[src/rtl/traffic_pkg.sv]
// Shared encodings and default timing for the traffic-light controller and
// its independent monitor.
package traffic_pkg;

   // Nominal dwell of each phase, in clocks.
   localparam int GREEN_CYCLES_DEFAULT  = 11;
   localparam int YELLOW_CYCLES_DEFAULT = 4;

   // Counter widths used by the monitor.
   localparam int DWELL_W = 8;
   localparam int COUNT_W = 8;

   // Phase encoding, in the order the controller must step through them.
   typedef enum logic [1:0] {
      PH_NS_G = 2'd0,
      PH_NS_Y = 2'd1,
      PH_EW_G = 2'd2,
      PH_EW_Y = 2'd3
   } phase_e;

   // First-fault code reported by the monitor.
   typedef enum logic [2:0] {
      FC_NONE    = 3'd0,
      FC_ILLEGAL = 3'd1,
      FC_SEQ     = 3'd2,
      FC_SHORT   = 3'd3,
      FC_LONG    = 3'd4
   } fault_code_e;

   // Monitor supervision states.
   typedef enum logic [1:0] {
      ST_SYNC  = 2'd0,
      ST_TRACK = 2'd1,
      ST_FAULT = 2'd2
   } mon_state_e;

   // The only successor of a phase; the 2-bit encoding wraps EW_Y -> NS_G.
   function automatic phase_e next_phase(input phase_e p);
      logic [1:0] nxt;
      nxt = p + 2'd1;
      return phase_e'(nxt);
   endfunction

   // Green phases use the green dwell, yellow phases the yellow dwell.
   function automatic logic is_green(input phase_e p);
      return (p == PH_NS_G) || (p == PH_EW_G);
   endfunction

endpackage

[src/rtl/traffic_lamp_decoder.sv]
// Maps the six observed lamps to a phase; anything other than the four
// legal combinations is reported as not valid.
module traffic_lamp_decoder
   import traffic_pkg::*;
(
   input  logic   ns_green,
   input  logic   ns_yellow,
   input  logic   ns_red,
   input  logic   ew_green,
   input  logic   ew_yellow,
   input  logic   ew_red,
   output phase_e phase,
   output logic   valid
);

   // Exact-match decode: exactly one lamp lit per direction, one of them red.
   always_comb begin
      phase = PH_NS_G;
      valid = 1'b0;
      case ({ns_green, ns_yellow, ns_red, ew_green, ew_yellow, ew_red})
         6'b100_001: begin phase = PH_NS_G; valid = 1'b1; end
         6'b010_001: begin phase = PH_NS_Y; valid = 1'b1; end
         6'b001_100: begin phase = PH_EW_G; valid = 1'b1; end
         6'b001_010: begin phase = PH_EW_Y; valid = 1'b1; end
         default:    begin phase = PH_NS_G; valid = 1'b0; end
      endcase
   end

endmodule

[src/rtl/traffic_light_monitor.sv]
// Independent safety monitor for a four-phase traffic-light controller.
// Checks lamp legality, phase order and exact phase dwell, and raises a
// sticky fault that also requests all-red from the downstream lamp drivers.
module traffic_light_monitor
   import traffic_pkg::*;
#(
   parameter int GREEN_CYCLES  = GREEN_CYCLES_DEFAULT,
   parameter int YELLOW_CYCLES = YELLOW_CYCLES_DEFAULT
)(
   input  logic         clk,
   input  logic         rst,
   input  logic         ns_green,
   input  logic         ns_yellow,
   input  logic         ns_red,
   input  logic         ew_green,
   input  logic         ew_yellow,
   input  logic         ew_red,
   input  logic         clear,
   output logic [1:0]   phase,
   output logic         phase_valid,
   output logic         fault,
   output logic [2:0]   fault_code,
   output logic [7:0]   fault_count,
   output logic         safe_red
);

   localparam logic [DWELL_W-1:0] GREEN_REQ  = DWELL_W'(GREEN_CYCLES);
   localparam logic [DWELL_W-1:0] YELLOW_REQ = DWELL_W'(YELLOW_CYCLES);
   localparam logic [DWELL_W-1:0] DWELL_MAX  = '1;
   localparam logic [COUNT_W-1:0] COUNT_MAX  = '1;

   // Required dwell of the phase being left or held.
   function automatic logic [DWELL_W-1:0] required_dwell(input phase_e p);
      return is_green(p) ? GREEN_REQ : YELLOW_REQ;
   endfunction

   // Decoded view of the current lamp sample.
   phase_e dec_phase;
   logic   dec_valid;

   // Registered state.
   mon_state_e              state_q;
   phase_e                  phase_q;       // last legal phase seen
   logic                    phase_valid_q;
   logic                    have_phase_q;  // a legal phase has been seen since reset
   logic [DWELL_W-1:0]      dwell_q;
   logic                    fault_q;
   fault_code_e             fault_code_q;
   logic [COUNT_W-1:0]      fault_count_q;

   // Per-sample detection.
   logic                    changed;
   logic                    in_order;
   logic [DWELL_W-1:0]      old_req;
   fault_code_e             det_code;
   logic                    det;

   traffic_lamp_decoder u_decoder (
      .ns_green  (ns_green),
      .ns_yellow (ns_yellow),
      .ns_red    (ns_red),
      .ew_green  (ew_green),
      .ew_yellow (ew_yellow),
      .ew_red    (ew_red),
      .phase     (dec_phase),
      .valid     (dec_valid)
   );

   // Classify the current sample; the if/else chain encodes the priority
   // ILLEGAL > SEQ > SHORT > LONG, and the state decides which checks apply.
   always_comb begin
      // NOTE: every output of this block is assigned a default first, so no
      // path through the case leaves a value unassigned (no latch inferred).
      det_code = FC_NONE;
      changed  = dec_valid && have_phase_q && (dec_phase != phase_q);
      in_order = (dec_phase == next_phase(phase_q));
      old_req  = required_dwell(phase_q);

      case (state_q)
         ST_TRACK: begin
            if (!dec_valid)                          det_code = FC_ILLEGAL;
            else if (changed && !in_order)           det_code = FC_SEQ;
            else if (changed && (dwell_q < old_req)) det_code = FC_SHORT;
            else if (!changed && (dwell_q == old_req)) det_code = FC_LONG;
         end
         ST_FAULT: begin
            // Once faulted only lamp legality is still watched, for counting.
            if (!dec_valid)                          det_code = FC_ILLEGAL;
         end
         default: begin
            // SYNC: no dwell reference yet, so only legality and order.
            if (!dec_valid)                          det_code = FC_ILLEGAL;
            else if (changed && !in_order)           det_code = FC_SEQ;
         end
      endcase

      det = (det_code != FC_NONE);
   end

   // Supervision FSM with all outputs registered alongside it.
   always_ff @(posedge clk or posedge rst) begin
      // NOTE: every register, counters included, is cleared by the async
      // reset so that no history survives a reset.
      if (rst) begin
         state_q       <= ST_SYNC;
         phase_q       <= PH_NS_G;
         phase_valid_q <= 1'b0;
         have_phase_q  <= 1'b0;
         dwell_q       <= '0;
         fault_q       <= 1'b0;
         fault_code_q  <= FC_NONE;
         fault_count_q <= '0;
      end else begin
         // NOTE: non-blocking assignments throughout, so every decision in
         // this block sees the register values from before this edge.
         phase_valid_q <= dec_valid;
         if (dec_valid) begin
            phase_q      <= dec_phase;
            have_phase_q <= 1'b1;
         end

         // Every detection is counted, whatever the state.
         if (det && (fault_count_q != COUNT_MAX)) begin
            fault_count_q <= fault_count_q + COUNT_W'(1);
         end

         case (state_q)
            ST_SYNC, ST_TRACK: begin
               if (det) begin
                  state_q <= ST_FAULT;
                  fault_q <= 1'b1;
                  dwell_q <= '0;
                  if (fault_code_q == FC_NONE) begin
                     fault_code_q <= det_code;
                  end
               end else if (changed) begin
                  // Without a detection a change is in order: lock on or
                  // restart the dwell of the new phase.
                  state_q <= ST_TRACK;
                  dwell_q <= DWELL_W'(1);
               end else if ((state_q == ST_TRACK) && (dwell_q != DWELL_MAX)) begin
                  dwell_q <= dwell_q + DWELL_W'(1);
               end
            end
            ST_FAULT: begin
               if (det) begin
                  // A detection beats a simultaneous clear and re-arms the code.
                  if (clear) begin
                     fault_code_q <= det_code;
                  end
               end else if (clear) begin
                  state_q      <= ST_SYNC;
                  fault_q      <= 1'b0;
                  fault_code_q <= FC_NONE;
               end
            end
            default: begin
               state_q <= ST_SYNC;
            end
         endcase
      end
   end

   assign phase       = phase_q;
   assign phase_valid = phase_valid_q;
   assign fault       = fault_q;
   assign fault_code  = fault_code_q;
   assign fault_count = fault_count_q;
   assign safe_red    = fault_q;

endmodule

[config.mk]
export PLATFORM = sky130hd
export DESIGN_NAME = traffic_light_monitor
export DESIGN_NICKNAME = d
export VERILOG_FILES = /design/src/rtl/traffic_pkg.sv /design/src/rtl/traffic_lamp_decoder.sv /design/src/rtl/traffic_light_monitor.sv
export SDC_FILE = /design/constraint.sdc
export NUM_CORES = 1
export LEC_CHECK = 0
export CORE_MARGIN = 3
export CORE_UTILIZATION = 55
export DETAILED_ROUTE_END_ITERATION = 10
export GPL_ROUTABILITY_DRIVEN = 0
export PLACE_DENSITY = 0.86
export SLEW_MARGIN = 20
export SYNTH_ARGS = -nofsm -noshare
export SYNTH_HDL_FRONTEND = slang
export SYNTH_SLANG_ARGS = --single-unit
export TNS_END_PERCENT = 10
[constraint.sdc]
create_clock -name clk -period 4.85 [get_ports clk]
set_input_delay 0.97 -clock clk [delete_from_list [all_inputs] [get_ports clk]]
set_output_delay 0.97 -clock clk [all_outputs]
set_load 0.02 [all_outputs]
==> impl_metrics.ini, run 1 <==
[logic_synthesis]
synth_cell_types = 52
yosys_warnings = 0
synthTopCellsByCount = dfrtp_1 (26), nor2_1 (19), nand2_1 (14)
synth.yosys.seq_area_share = 0.381
synth_top_flop_cell = dfrtp_1
avgSynthCellArea_um2 = 9.59
synthCells = 178
synth.top_cell.area_share = 0.381
synth_edf_count = 0
synth_seq_cells = 26
synthArstFlopShare = 1.00
synth_area_leaders = dfrtp_1 (38%), ha_1 (6.6%), nor2_1 (4.2%), xor2_1 (4.1%), a2111oi_4 (3.2%)
synth_area_um2 = 1710
synth.most_common_cell = dfrtp_1
synth_fp_nets = 196
yosysTopAreaCell = dfrtp_1

[routing]
dr.pass1.iters = 4
drtIter0Drc = 84
vias = 1453
ant_nets = 0
wire_per_inst_um = 15.9
drt-total-wl_um = 3740
routed_via_density = 6.18
drc = 0

[critical_path]
cp.depth = 9
crit_type = input pin to flip-flop
cp_top_family = simple AND/OR/NAND/NOR gates
cp_slowest_cell = a211oi_1
path_cells = clkdlybuf4s50_1 -> or4b_4 -> nor2_1 -> xnor3_1 -> a211oi_1 -> a2111oi_4 -> buf_4 -> and2_2 -> o311ai_1
critPathMaxStageDelay_ns = 0.60
endpoint_kind = flip-flop
start_kind = input pin
r2r_cells = 8
worst-path-max-fanout = 15
critPathArrivalTime_ns = 4.12
path_buf_inv = 2
cp.required_ns = 5.09
reg2reg_slack_ns = 2.14

[layout]
seq_area_um2 = 651
final_core_util = 0.708
syn_to_final_growth_pct = 18.3
multiInputGateArea_um2 = 977
fill_cells = 233
fin_area_um2 = 2020
drive_gt1_frac = 0.0980
diodes = 0
layout.nets = 223

[die]
ios = 25
fp.coreArea_um2 = 2850
start_util = 0.598
die_h_um = 61.7
die_w_um = 61.7
fp.dieArea_um2 = 3810
rows = 19

[grt]
grt_use_total = 0.223
grt_pass1_wl_um = 6380
antenna_found_initial = 0
grt_pass1_vias = 1484
overflow = 0
grt_max_degree = 27

[placed_design]
port_buffers = 24
post-dp-hpwl_um = 2910
dpl-instance-area_um2 = 1970
dp_slack_ns = 0.619

[timing]
finalHoldViolations = 0
max-slew-margin-rel = 0.381
period_needed_ns = 3.89
setup_tns_ns = 0
setup_slack_ns = 0.964
setup_viol_count_final = 0
rsz0062_at_grt = false
worst_clock_skew_ns = 0.00251
min_period_over_period = 0.801
worst_pin_slew_ns = 0.923
slew_viol_final = 0
clock.fmax_ghz = 0.257

[job]
maxCapViolations = 0

[clock_tree]
cts-htree-levels = 1
clock-sinks = 26
ctsHoldBuffers = 0
insertion_delay_ns = 0.33
post_cts_buffers = 0
cts_root_buffer = clkbuf_4
clkTransAtPathRegs_ns = 0.15
cts_buffers = 3
cts-resized-gates = 0
cts_buffer_depth = 2
cts_tree = yes

[pwr]
p_leak_uw = 0.000850
power_density_nw_per_um2 = 505
irDropWorstVdd_v = 0.000383

[hold_path]
holdPathStages = 1
hp-class = flip-flop to flip-flop

[run_status]
outcome = finished, final reports clean
## per-layer routing
layer  up-vias  wire length [um]  global-route usage
met2        34              1890               0.383
met5         -                 0                   0
met3         9               130              0.0289
met1       709              1630               0.282
met4         0                79              0.0970
li1        701                 -                   -
## cell usage in the layout, fill, tap and decap left out, types with 2 or more instances in the layout
cell type,instances
a2111oi_0,2
a2111oi_4,2
a21o_1,2
a21oi_1,3
a31oi_1,3
and3_1,4
buf_4,2
clkbuf_4,3
clkdlybuf4s50_1,24
dfrtp_1,26
ha_1,9
inv_1,11
nand2_1,14
nand2b_1,2
nand3_1,5
nand4_1,7
nor2_1,19
nor3_1,4
nor3b_1,4
o211ai_1,2
o21a_1,2
o21ai_0,10
o21ai_1,3
or4b_4,2
xnor2_1,3
xor2_1,8
## power by group
| group | switching [uW] | internal (uW) |
|---|---|---|
| Clock | 70.8 | 83.6 |
| Sequential | 66.7 | 272 |
| Combinational | 285 | 242 |
## final cells by class
| class | instances | area share |
|---|---|---|
| Clock buffer | 3 | 0.0112 |
| Clock inverter | 1 | 0.0149 |
| Inverter | 12 | 0.0223 |
| Multi-Input combinational cell | 136 | 0.484 |
| Sequential cell | 26 | 0.322 |
| Tap cell | 31 | 0.0192 |
| Timing Repair Buffer | 26 | 0.126 |
## state kept, by name, indices dropped and copies added, names as in the netlist
signal / flops
state_q: 2
phase: 2
fault: 1
have_phase_q: 1
dwell_q: 8
phase_valid: 1
fault_code: 3
fault_count: 8
## final timing paths
| check | endpoint | from |
|---|---|---|
| max reg2reg | state_q[0] | phase[0] |
| min reg2reg | fault_count[6] | fault_count[6] |
| min in group asynchronous | dwell_q[5] | rst |
| max in group asynchronous | have_phase_q | rst |
| min | fault_count[6] | fault_count[6] |
| max | state_q[0] | ns_yellow |
## worst register-to-register path: stages (launching register included)
cell	delay, ns
dfrtp_1	0.42
inv_1	0.11
a221oi_1	0.38
xnor3_1	0.31
a211oi_1	0.60
a2111oi_4	0.07
buf_4	0.22
and2_2	0.23
o311ai_1	0.26
## stage by stage
step | total power, uW | std cells | hold WS [ns]
6_report | 1020 | 235 | 0.502
5_1_grt | 1090 | 235 | 0.538
4_1_cts | 1020 | 235 | 0.504
3_5_place_dp | 866 | 231 | 0.484
3_3_place_gp | 837 | 231 | 0.470
2_1_floorplan | 684 | 178 | 0.491
## logic make-up after synthesis
| family | after synthesis | synth area share |
|---|---|---|
| adders and majority gates | 9 | 0.0660 |
| muxes | 1 | 0.00880 |
| AOI/OAI and AO/OA | 41 | 0.185 |
| DFF | 26 | 0.381 |
| and+or+nand+nor | 73 | 0.243 |
| xor gates and xnor gates | 12 | 0.0697 |
| buffers and inverters | 16 | 0.0462 |
Note: power is estimated with default switching activity, not from simulation.
==> run 2: changes to the inputs <==
- CORE_UTILIZATION: 55 -> 49
- PLACE_DENSITY: 0.86 -> 0.81
- clock period: 4.85 -> 3.16 ns (I/O delays scaled with it)
==> run 2 against run 1 <==
Register-to-register slack got worse by 1.4 ns; non-clock buffer count is 20 higher; sequential share of layout area down 2.2 points; setup slack worse by 0.88 ns; clock skew increased by 0.0019 ns; largest cell class unchanged; largest power group unchanged.
==> impl_metrics.ini, run 2 (same netlist as run 1, synthesis figures left out) <==
[timing]
hold-worst-slack_ns = 0.509
setup_viol_count_final = 0
min_period_over_period = 0.972
worst_pin_slew_ns = 0.968
setup_tns_ns = 0
finalHoldViolations = 0
period_needed_ns = 3.07
slew_viol_final = 0
clock.fmax_ghz = 0.326
max-slew-margin-rel = 0.354
worst_clock_skew_ns = 0.00442

[layout]
final_cell_mix = dfrtp_1 (26), buf_4 (22), clkdlybuf4s50_1 (20)
multiInputGateArea_um2 = 996
final_common_cell = dfrtp_1
seq_area_um2 = 651
layout.nets = 243
drive_gt1_frac = 0.188
syn_to_final_growth_pct = 27.1
fill_cells = 276
fin_area_um2 = 2170
final_core_util = 0.683
final_cells = 267
diodes = 0

[job]
maxCapViolations = 0

[critical_path]
endpoint_kind = flip-flop
path_buf_inv = 2
start_kind = input pin
cp_top_family = simple AND/OR/NAND/NOR gates
r2r_cells = 9
rr_endpoint = state_q[0]
worst-path-max-fanout = 5
path_cells = dlygate4sd2_1 -> or4b_4 -> o21a_1 -> or4b_4 -> a2111oi_4 -> a2111oi_4 -> buf_4 -> and2_2 -> o311ai_1
critPathMaxStageDelay_ns = 0.55
reg2reg_slack_ns = 0.71
cp.required_ns = 3.38
critPathArrivalTime_ns = 3.30
cp_slowest_cell = or4b_4
crit_type = input pin to flip-flop
regToRegStartpoint = state_q[1]

[die]
die_h_um = 65.0
die_w_um = 65.0
start_util = 0.537
rows = 20
fp.dieArea_um2 = 4230
fp.coreArea_um2 = 3180
ios = 25

[placed_design]
dpl-instance-area_um2 = 2120
post-dp-hpwl_um = 3220
port_buffers = 24
dp.cells = 262

[routing]
drtIter0Drc = 92
ant_nets = 0
vias = 1552
wire_per_inst_um = 15.6
dr.pass1.iters = 4
drt-total-wl_um = 4170
drc = 0
routed_via_density = 5.81

[clock_tree]
cts_buffers = 3
cts_tree = yes
clkTransAtPathRegs_ns = 0.13
ctsHoldBuffers = 0
cts-htree-levels = 1
cts_root_buffer = clkbuf_4
insertion_delay_ns = 0.32
clock-sinks = 26
cts_buffer_depth = 2

[hold_path]
min_to = fault_count[6]
holdPathStages = 1
hp-class = flip-flop to flip-flop
min_from = fault_count[6]

[grt]
grt_use_total = 0.217
overflow = 0
grt_max_degree = 27
grt_pass1_vias = 1624
grt_pass1_wl_um = 7300
antenna_found_initial = 0

[pwr]
power_density_nw_per_um2 = 708
p_leak_uw = 0.000958
irDropWorstVdd_v = 0.000477

[run_status]
outcome = finished, final reports clean
==> run 2: cell count changes in the layout (fill, tap and decap cells not counted), sizes merged <==
| cell | before | now |
|---|---|---|
| clkinv | 1 | 0 |
| dlygate4sd2 | 0 | 4 |
| inv | 11 | 12 |
| clkdlybuf4s50 | 24 | 20 |
| bufinv | 1 | 0 |
| buf | 2 | 22 |
==> run 2: cell type report <==
cell class | count | share of cell area
Multi-Input combinational cell | 136 | 0.459
Sequential cell | 26 | 0.300
Timing Repair Buffer | 46 | 0.185
Tap cell | 44 | 0.0254
Inverter | 12 | 0.0208
Clock buffer | 3 | 0.0104
==> run 2: worst reg2reg max path, delay by kind of cell, from the launching register on <==
family / cells / cell delay (ns)
compound gates: 3 / 0.65
fa+ha+maj: 1 / 0.35
buf+inv: 3 / 0.51
flops: 1 / 0.48
simple gates: 2 / 0.38
==> run 2: report_power, final <==
group	total, uW	switching, uW	internal (uW)	leakage, uW
Sequential	526	109	417	0.000322
Clock	140	95.8	44.7	0.0000138
Combinational	868	446	422	0.000622
==> run 2: worst max-delay path by stage <==
stage,startpoint,endpoint,slack [ns],depth (start not counted)
6_report,ew_red,state_q[0],0.09,9
5_1_grt,ew_yellow,state_q[0],-0.002,9
4_1_cts,ew_red,fault_count[1],0.06,8
2_1_floorplan,ew_red,fault_count[1],-0.06,8
3_5_place_dp,ew_red,state_q[0],-0.48,9
3_3_place_gp,ew_red,fault_count[1],-0.39,8
==> run 2: timing repair <==
| item | CTS | global route |
|---|---|---|
| setup buffers | 2 | 0 |
| setup endpoints to repair | 19 | 9 |
| hold endpoints to repair | 0 | 0 |
| resized for setup | 4 | 4 |
| cloned | 0 | 0 |
| pin swaps | 4 | 1 |
==> run 2: metrics by stage <==
stage / setup slack [ns] / total power [uW]
final: 0.0893 / 1540
after global routing: -0.00173 / 1640
after CTS: 0.0551 / 1530
after detailed placement: -0.482 / 1370
after global placement: -0.394 / 1320
after floorplan: -0.0624 / 1050
==> run 2: per-layer routing <==
layer,share of wire,vias to the layer above,GRT usage
met1,0.40,759,0.250
met4,0.0074,0,0.0440
met3,0.040,6,0.0295
li1,-,743,-
met2,0.55,44,0.424
met5,0,-,0
